$ cat src/rtl/framewriter_pkg.sv
// Shared types and AXI constants for the framebuffer writer.
package framewriter_pkg;

  typedef enum logic [2:0] {
    ST_IDLE      = 3'd0,
    ST_WAIT_DATA = 3'd1,
    ST_ADDR      = 3'd2,
    ST_DATA      = 3'd3,
    ST_RESP      = 3'd4
  } fw_state_t;

  localparam logic [1:0] AXI_BURST_INCR = 2'b01;
  localparam logic [1:0] AXI_RESP_OKAY  = 2'b00;
  // Bufferable + modifiable: lets the interconnect merge/buffer framebuffer writes.
  localparam logic [3:0] AXI_AWCACHE    = 4'b0011;

endpackage

$ cat src/rtl/framewriter_pixel_fifo.sv
// Pixel word FIFO; full/empty come from the registered occupancy count.
module pixel_fifo #(
  parameter int WIDTH = 32,
  parameter int DEPTH = 32
) (
  input  logic                     clk,
  input  logic                     rst,
  input  logic                     push,
  input  logic [WIDTH-1:0]         din,
  input  logic                     pop,
  output logic [WIDTH-1:0]         dout,
  output logic [$clog2(DEPTH):0]   count,
  output logic                     full,
  output logic                     empty
);

  localparam int PTR_W = $clog2(DEPTH);

  logic [WIDTH-1:0] mem [DEPTH];
  logic [PTR_W-1:0] wr_ptr;
  logic [PTR_W-1:0] rd_ptr;
  logic             do_push;
  logic             do_pop;

  assign full    = (count == (PTR_W+1)'(DEPTH));
  assign empty   = (count == '0);
  assign do_push = push && !full;
  assign do_pop  = pop && !empty;
  assign dout    = mem[rd_ptr];

  // Storage array; contents need no reset since count gates visibility.
  always_ff @(posedge clk) begin
    if (do_push) mem[wr_ptr] <= din;
  end

  // Pointers and occupancy; a simultaneous push and pop leaves count unchanged.
  always_ff @(posedge clk) begin
    if (rst) begin
      wr_ptr <= '0;
      rd_ptr <= '0;
      count  <= '0;
    end else begin
      if (do_push) wr_ptr <= wr_ptr + 1'b1;
      if (do_pop)  rd_ptr <= rd_ptr + 1'b1;
      if (do_push && !do_pop)      count <= count + 1'b1;
      else if (!do_push && do_pop) count <= count - 1'b1;
    end
  end

endmodule

$ cat src/rtl/framewriter.sv
// Streams one frame of pixel words into memory as fixed-length AXI4 INCR bursts.
//
//   state        | meaning
//   -------------+------------------------------------------------------
//   ST_IDLE      | no frame in progress; waiting for start_frame
//   ST_WAIT_DATA | collecting pixels until a full burst is buffered
//   ST_ADDR      | AWVALID high, waiting for AWREADY
//   ST_DATA      | streaming BURST_LEN beats from the FIFO
//   ST_RESP      | BREADY high, waiting for the write response
module framewriter
  import framewriter_pkg::*;
#(
  parameter int C_M_AXI_BURST_LEN    = 16,
  parameter int C_M_AXI_ID_WIDTH     = 1,
  parameter int C_M_AXI_ADDR_WIDTH   = 32,
  parameter int C_M_AXI_DATA_WIDTH   = 32,
  parameter int C_M_AXI_AWUSER_WIDTH = 0,
  parameter int C_M_AXI_WUSER_WIDTH  = 0,
  parameter int C_M_AXI_BUSER_WIDTH  = 0,
  parameter int FRAME_WORDS          = 153600
) (
  input  logic                                  M_AXI_ACLK,
  input  logic                                  M_AXI_ARESET,
  input  logic                                  start_frame,
  input  logic [C_M_AXI_ADDR_WIDTH-1:0]         base_addr,
  input  logic [C_M_AXI_DATA_WIDTH-1:0]         pixel_data,
  input  logic                                  pixel_valid,
  output logic                                  pixel_ready,
  output logic                                  busy,
  output logic                                  frame_done,
  output logic                                  bresp_err,
  output logic [C_M_AXI_ID_WIDTH-1:0]           M_AXI_AWID,
  output logic [C_M_AXI_ADDR_WIDTH-1:0]         M_AXI_AWADDR,
  output logic [7:0]                            M_AXI_AWLEN,
  output logic [2:0]                            M_AXI_AWSIZE,
  output logic [1:0]                            M_AXI_AWBURST,
  output logic                                  M_AXI_AWLOCK,
  output logic [3:0]                            M_AXI_AWCACHE,
  output logic [2:0]                            M_AXI_AWPROT,
  output logic [3:0]                            M_AXI_AWQOS,
  output logic [(C_M_AXI_AWUSER_WIDTH > 0 ? C_M_AXI_AWUSER_WIDTH : 1)-1:0] M_AXI_AWUSER,
  output logic                                  M_AXI_AWVALID,
  input  logic                                  M_AXI_AWREADY,
  output logic [C_M_AXI_DATA_WIDTH-1:0]         M_AXI_WDATA,
  output logic [C_M_AXI_DATA_WIDTH/8-1:0]       M_AXI_WSTRB,
  output logic                                  M_AXI_WLAST,
  output logic [(C_M_AXI_WUSER_WIDTH > 0 ? C_M_AXI_WUSER_WIDTH : 1)-1:0] M_AXI_WUSER,
  output logic                                  M_AXI_WVALID,
  input  logic                                  M_AXI_WREADY,
  input  logic [C_M_AXI_ID_WIDTH-1:0]           M_AXI_BID,
  input  logic [1:0]                            M_AXI_BRESP,
  input  logic [(C_M_AXI_BUSER_WIDTH > 0 ? C_M_AXI_BUSER_WIDTH : 1)-1:0] M_AXI_BUSER,
  input  logic                                  M_AXI_BVALID,
  output logic                                  M_AXI_BREADY
);

  localparam int BEAT_BYTES  = C_M_AXI_DATA_WIDTH / 8;
  localparam int BURST_BYTES = C_M_AXI_BURST_LEN * BEAT_BYTES;
  localparam int FIFO_DEPTH  = 2 * C_M_AXI_BURST_LEN;
  localparam int CNT_W       = $clog2(FIFO_DEPTH) + 1;
  localparam int NUM_BURSTS  = FRAME_WORDS / C_M_AXI_BURST_LEN;
  localparam int WORD_W      = $clog2(FRAME_WORDS + 1);
  localparam int BURST_W     = $clog2(NUM_BURSTS + 1);
  localparam int BEAT_W      = $clog2(C_M_AXI_BURST_LEN);

  fw_state_t                     state;
  fw_state_t                     state_nxt;
  logic [WORD_W-1:0]             words_in;
  logic [BURST_W-1:0]            burst_idx;
  logic [BEAT_W-1:0]             beat;
  logic [C_M_AXI_ADDR_WIDTH-1:0] addr_q;
  logic [CNT_W-1:0]              fifo_count;
  logic                          fifo_full;
  logic                          fifo_empty;
  logic                          start_acc;
  logic                          push;
  logic                          aw_hs;
  logic                          w_hs;
  logic                          b_hs;
  logic                          beat_last;
  logic                          last_burst;
  logic                          burst_ready;
  logic                          unused_inputs;

  assign start_acc   = start_frame && (state == ST_IDLE);
  assign push        = pixel_valid && pixel_ready;
  assign aw_hs       = M_AXI_AWVALID && M_AXI_AWREADY;
  assign w_hs        = M_AXI_WVALID && M_AXI_WREADY;
  assign b_hs        = M_AXI_BVALID && M_AXI_BREADY;
  assign beat_last   = (beat == BEAT_W'(C_M_AXI_BURST_LEN - 1));
  assign last_burst  = (burst_idx == BURST_W'(NUM_BURSTS - 1));
  assign burst_ready = (fifo_count >= CNT_W'(C_M_AXI_BURST_LEN));

  assign busy        = (state != ST_IDLE);
  assign pixel_ready = busy && !fifo_full && (words_in < WORD_W'(FRAME_WORDS));

  assign M_AXI_AWID    = '0;
  assign M_AXI_AWADDR  = addr_q;
  assign M_AXI_AWLEN   = 8'(C_M_AXI_BURST_LEN - 1);
  assign M_AXI_AWSIZE  = 3'($clog2(BEAT_BYTES));
  assign M_AXI_AWBURST = AXI_BURST_INCR;
  assign M_AXI_AWLOCK  = 1'b0;
  assign M_AXI_AWCACHE = AXI_AWCACHE;
  assign M_AXI_AWPROT  = 3'b000;
  assign M_AXI_AWQOS   = 4'b0000;
  assign M_AXI_AWUSER  = '0;
  assign M_AXI_WSTRB   = '1;
  assign M_AXI_WUSER   = '0;
  assign M_AXI_WLAST   = (state == ST_DATA) && beat_last;

  // Response ID/user carry nothing we act on: only one burst is ever outstanding.
  assign unused_inputs = ^{M_AXI_BID, M_AXI_BUSER, fifo_empty};

  pixel_fifo #(
    .WIDTH (C_M_AXI_DATA_WIDTH),
    .DEPTH (FIFO_DEPTH)
  ) u_fifo (
    .clk   (M_AXI_ACLK),
    .rst   (M_AXI_ARESET),
    .push  (push),
    .din   (pixel_data),
    .pop   (w_hs),
    .dout  (M_AXI_WDATA),
    .count (fifo_count),
    .full  (fifo_full),
    .empty (fifo_empty)
  );

  // State register.
  always_ff @(posedge M_AXI_ACLK) begin
    if (M_AXI_ARESET) state <= ST_IDLE;
    else              state <= state_nxt;
  end

  // Next-state and channel valid/ready decode.
  always_comb begin
    state_nxt     = state;
    M_AXI_AWVALID = 1'b0;
    M_AXI_WVALID  = 1'b0;
    M_AXI_BREADY  = 1'b0;
    unique case (state)
      ST_IDLE: begin
        if (start_frame) state_nxt = ST_WAIT_DATA;
      end
      ST_WAIT_DATA: begin
        if (burst_ready) state_nxt = ST_ADDR;
      end
      ST_ADDR: begin
        M_AXI_AWVALID = 1'b1;
        if (M_AXI_AWREADY) state_nxt = ST_DATA;
      end
      ST_DATA: begin
        M_AXI_WVALID = 1'b1;
        if (M_AXI_WREADY && beat_last) state_nxt = ST_RESP;
      end
      ST_RESP: begin
        M_AXI_BREADY = 1'b1;
        if (M_AXI_BVALID) state_nxt = last_burst ? ST_IDLE : ST_WAIT_DATA;
      end
      default: state_nxt = ST_IDLE;
    endcase
  end

  // Frame bookkeeping: word/burst/beat counters, burst address, status flags.
  always_ff @(posedge M_AXI_ACLK) begin
    if (M_AXI_ARESET) begin
      words_in   <= '0;
      burst_idx  <= '0;
      beat       <= '0;
      addr_q     <= '0;
      bresp_err  <= 1'b0;
      frame_done <= 1'b0;
    end else begin
      frame_done <= b_hs && last_burst;
      if (start_acc) begin
        words_in  <= '0;
        burst_idx <= '0;
        beat      <= '0;
        addr_q    <= base_addr;
        bresp_err <= 1'b0;
      end else begin
        if (push)  words_in <= words_in + 1'b1;
        if (aw_hs) addr_q   <= addr_q + C_M_AXI_ADDR_WIDTH'(BURST_BYTES);
        if (w_hs)  beat     <= beat + 1'b1;
        if (b_hs) begin
          burst_idx <= burst_idx + 1'b1;
          if (M_AXI_BRESP != AXI_RESP_OKAY) bresp_err <= 1'b1;
        end
      end
    end
  end

endmodule

$ cat config.mk
export PLATFORM = sky130hd
export DESIGN_NAME = framewriter
export DESIGN_NICKNAME = d
export VERILOG_FILES = /design/src/rtl/framewriter_pkg.sv /design/src/rtl/framewriter_pixel_fifo.sv /design/src/rtl/framewriter.sv
export SDC_FILE = /design/constraint.sdc
export NUM_CORES = 1
export LEC_CHECK = 0
export ABC_AREA = 1
export CAP_MARGIN = 15
export CORE_MARGIN = 2
export CORE_UTILIZATION = 55
export DETAILED_ROUTE_END_ITERATION = 8
export PLACE_DENSITY = 0.73
export SLEW_MARGIN = 20
export SYNTH_ARGS = -nofsm -noshare
export SYNTH_HDL_FRONTEND = slang
export SYNTH_HIERARCHICAL = 1
export SYNTH_SLANG_ARGS = --single-unit
$ cat constraint.sdc
create_clock -name M_AXI_ACLK -period 12.9 [get_ports M_AXI_ACLK]
set_input_delay 2.58 -clock M_AXI_ACLK [delete_from_list [all_inputs] [get_ports M_AXI_ACLK]]
set_output_delay 2.58 -clock M_AXI_ACLK [all_outputs]
set_load 0.02 [all_outputs]
; ---- After elaboration in Yosys (flattened, before gate mapping)
; Memories as Yosys holds them, arrays and structs flattened. A register that Yosys moved wholly into a read port is not among the register bits.
; Index checks and enable logic that the tools add are counted.
[totals]
reg_bits = 89
inputBits = 75
mem_count = 1
ramBits = 1024
[classes]
n_reduce_logical = 27
eq_ne = 12
magnitude_cmp = 2
n_addsub = 8
muxes = 18
[memory_table]
columns = memory, depth, width, rd, rd_ports_with_merged_regs, write_ports, line
row1 = u_fifo.mem, 32, 32, 1, 1, 1, framewriter_pixel_fifo.sv:19  ; logic [WIDTH-1:0] mem [DEPTH];
[ops]
columns = operator, count
row1 = $mux 32, 2
row2 = $add 32x7->32 const B, 1
row3 = $add 18x1->18 const B, 1
row4 = $lt 18x18->1 const B, 1
row5 = $mux 3, 5
row6 = $pmux 3 s5, 1
row7 = $add 14x1->14 const B, 1
row8 = $eq 14x14->1 const B, 1
row9 = $logic_and 1x1->1, 14
row10 = $mux 6, 2
row11 = $add 5x1->5 const B, 2
row12 = $mux 5, 2
row13 = $ne 2x2->1 const B, 4
row14 = $add 6x1->6 const B, 1
row15 = $eq 3x2->1 const B, 2
row16 = $eq 6x6->1 const B, 1
row17 = $ge 6x5->1 const B, 1
row18 = $logic_not 6->1, 1
row19 = $mux 1, 6
row20 = $reduce_bool 2->1, 3
row21 = $sub 6x1->6 const B, 1
row22 = $reduce_and 5->1, 1
row23 = $add 4x1->4 const B, 1
row24 = $eq 4x4->1 const B, 1
row25 = other kinds (8), 11

; ---- Longest topological paths before layout
[logic_depth]
depth_word = 10
ltp_mapped = 20
mapped_depth_nobuf = 19

; ---- By module
; Netlist, hierarchy kept.
[modules_own_cells]
columns = module, area_per_inst_um2, cells_each, instances
row1 = pixel_fifo, 42909.9, 3644, 1
row2 = framewriter, 4508.1, 688, 1

; ---- Least setup slack after synthesis
; OpenSTA, ideal clock, no wires.
[synth_timing]
path_kind = input to register
start = in pixel_valid
end = mem u_fifo.mem[13][0], enable pin
slack_ns = 6.889
arrival_time_ns = 5.549
t_required_ns = 12.439
cell_stages = 7
path_cell_list = nand3_4 -> clkinv_2 -> buf_6 -> nand2_1 -> buf_2 -> buf_2 -> nor3_1
[synth_via]
elab_chain_len = 4
[synth_lines]
columns = item, line
row1 = from (decl), framewriter.sv:27  ; input logic pixel_valid,
row2 = $logic_and 1x1->1, framewriter.sv:86  ; assign push = pixel_valid && pixel_ready;
row3 = via push, framewriter.sv:76  ; logic push;
row4 = $logic_and 1x1->1, framewriter_pixel_fifo.sv:27  ; assign do_push = push && !full;
row5 = $mux 1, framewriter_pixel_fifo.sv:33  ; if (do_push) mem[wr_ptr] <= din;
row6 = $mux 1 (implied by the code), framewriter_pixel_fifo.sv:33
row7 = to (decl), framewriter_pixel_fifo.sv:19
; The timed path passes the listed nets, and every way through them passes these cells.

==> summary.md <==
| Metric | Value |
|---|---|
| Combinational share of power | `14.0%` |
| Met3 WL | `11.7 mm` |
| Worst Setup Start Kind | `register` |
| Crit-path leading delay family | `buffers and inverters` |
| Top sig layer | `met5` |
| CP Cell Sequence | `buf_4 -> buf_4 -> nand3_1 -> nand3_1 -> nand2_1 -> nand2_1 -> nand2_1 -> nand2_1 -> nand2_1 -> clkdlybuf4s50_1` |
| Unrepaired setup endpoints after global routing | `false` |
| First-pass GRT wire length | `182 mm` |
| Worst Max-Slew Pin Slew | `1190 ps` |
| Min cycle time layout | `7220 ps` |
| WL/cell | `21.4 um` |
| Final WL | `121 mm` |
| Drt first pass iters | `6` |
| Drt first-iter violations | `3369` |
| Buf+Inv Stages, Crit Path | `3` |
| Sequential cell area | `32600 um2` |
| DPL Wire Length | `63.9 mm` |
| Flop pwr share | `47.9%` |
| CP dominant cell by count | `nand2_1` |
| CTS sink count | `1118` |
| Fin. max-slew vios | `0` |
| Clk Tree Root Cell | `clkbuf_16` |
| Worst vdd ir | `0.120 mV` |
| Critical Path RT | `10320 ps` |
| Clock-pin slew on the worst setup and hold paths | `60 ps` |
| CP max stage delay | `870 ps` |
| Fin crit share | `56.0%` |
| Worst path slowest cell | `buf_4` |
| Syn Std Cell Area | `47400 um2` |
| Max-Cap Viols | `0` |
| Slew margin rel. | `20.5%` |
| Crit path capture type | `primary output` |
| CP Max Fanout | `70` |
| FF-to-FF path depth | `17` |
| Met2 WL post-DR | `57.6 mm` |
| Initial antenna violation count | `2` |
| Area Overhead vs Synth | `11.6%` |
| Grt total ovfl | `0` |
| CP Class | `register to primary output` |
| Switch Pwr | `0.00225 W` |
| Routed Antenna Nets | `0` |
| YS warnings | `6` |
| Pwr dens | `163 nW/um2` |
| Wl on met1 | `47.8 mm` |
| Clk_skew | `21.9 ps` |
| Tot GR Track Use | `26.8%` |
| Capturing point of the worst reg2reg path | `u_fifo/count[4]` |
| # IOs | `179` |
| # setup viols final | `0` |
| Layout cells sized above 1 | `7.29%` |
| Multi-input logic area | `12600 um2` |
| Hold_buf cts | `0` |
| P_int | `0.00636 W` |
| Die Wd | `298 um` |
| Layout net count | `4511` |
| Die Area | `88600 um2` |
| Core ar. | `85300 um2` |
| Power Total | `0.00861 W` |
| Mean Syn Cell Area | `10.9 um2` |
| Gpl congestion | `0.853` |
| Worst Hold Class | `register to register` |
| CTS resizes | `0` |
| Hold WS | `456 ps` |
| Finished Core Util | `62.1%` |
| FMAX | `0.139 GHz` |
| WP data arrival | `4640 ps` |
| Worst R2R Start | `u_fifo/count[0]` |
| Post-CTS setup buffers | `0` |
| Sw frac | `26.1%` |
| Clock share of power | `38.1%` |
| H-tree Lvls | `3` |
| # port buffers | `144` |
| Worst path depth | `10` |
| Fin Setup TNS | `0 ps` |
| FILL cells | `6470` |
| Clk Latency, worst-skew pair | `690 ps` |
| DR DRC count | `0` |
| Status | `completed` |
| CTS tree | `yes` |
| Die Ht | `298 um` |
| Total CTS buffers | `111` |
| # diodes | `0` |
| Critical Path Sink | `M_AXI_WDATA[25]` |
| FP Rows | `107` |
| Number of global-route vias before repair | `30900` |
| Lkg Pwr | `19.2 nW` |
| Largest net degree at the start of global routing | `243` |
| FF-to-FF setup slack | `8890 ps` |
| Post-Synthesis Cells | `4331` |
| Vias | `32700` |
| Final hold vios | `0` |
| CTS max path bufs | `3` |
| Starting density of the core | `55.6%` |
| Vias per std cell | `5.78` |
## stage by stage
stage	worst slack, ps	cell area, um2	std cells
3_5_place_dp	6400	49200	5451
4_1_cts	5660	53000	5659
6_report	5680	52900	5659
5_1_grt	5480	52900	5659
3_3_place_gp	6360	49200	5451
2_1_floorplan	6890	47500	4361
## sequential cells by signal (all words and copies together), names as in the netlist, named ones only
register / flops
state: 3
words_in: 18
M_AXI_AWADDR: 32
u_fifo/rd_ptr: 5
bresp_err: 1
u_fifo/count: 6
u_fifo/mem: 1024
frame_done: 1
u_fifo/wr_ptr: 5
burst_idx: 14
beat: 4
## power by group through the flow
stage,logic [W],registers [W],clock network [W]
2_1_floorplan,0.000752,0.00421,0
3_3_place_gp,0.00117,0.00419,0
3_5_place_dp,0.00119,0.00420,0
4_1_cts,0.00120,0.00412,0.00332
5_1_grt,0.00131,0.00413,0.00345
6_report,0.00120,0.00412,0.00328
## tightest hold or removal path: stages (launching register included)
cell	delay (ps)
dfxtp_1	310
inv_1	50
a21oi_1	50
## per-layer routing
metal | vias to the layer above | track usage (%)
li1 | 15100 | -
met1 | 15700 | 36.7
met2 | 1658 | 43.7
met3 | 252 | 4.05
met4 | 4 | 9.81
met5 | - | 0
## worst min path at each step
stage / from / end / slack, ps / depth (start not counted)
floorplan: beat[3] / beat[3] / 440 / 2
global placement: bresp_err / bresp_err / 440 / 2
global route: bresp_err / bresp_err / 470 / 2
detailed placement: bresp_err / bresp_err / 440 / 2
finish: bresp_err / bresp_err / 460 / 2
CTS: bresp_err / bresp_err / 450 / 2
## placed cells by master (no fill, tap or decap), types with 6 or more instances in the layout
master,count
nor3_1,22
edfxtp_1,1024
xor2_1,8
o21ai_0,39
nor2_1,82
xnor2_1,6
clkbuf_16,112
conb_1,32
nand2_1,1634
ha_1,15
clkbuf_1,12
dfxtp_1,89
clkinv_2,28
inv_1,98
a21oi_1,69
buf_2,10
o21ai_1,10
buf_4,77
clkinv_1,33
clkdlybuf4s50_1,134
nand4_1,21
bufinv_16,17
nor3_2,34
nand3_1,830
## layout make-up
cell class | instances | share of cell area [%]
tap | 1144 | 2.70
timing repair buffer | 223 | 3.80
clock inverter | 84 | 1.67
sequential | 1118 | 61.7
inverter | 112 | 0.858
multi-input combinational | 2854 | 23.9
clock buffer | 124 | 5.38
No activity file was read; power rests on OpenSTA's default activity.
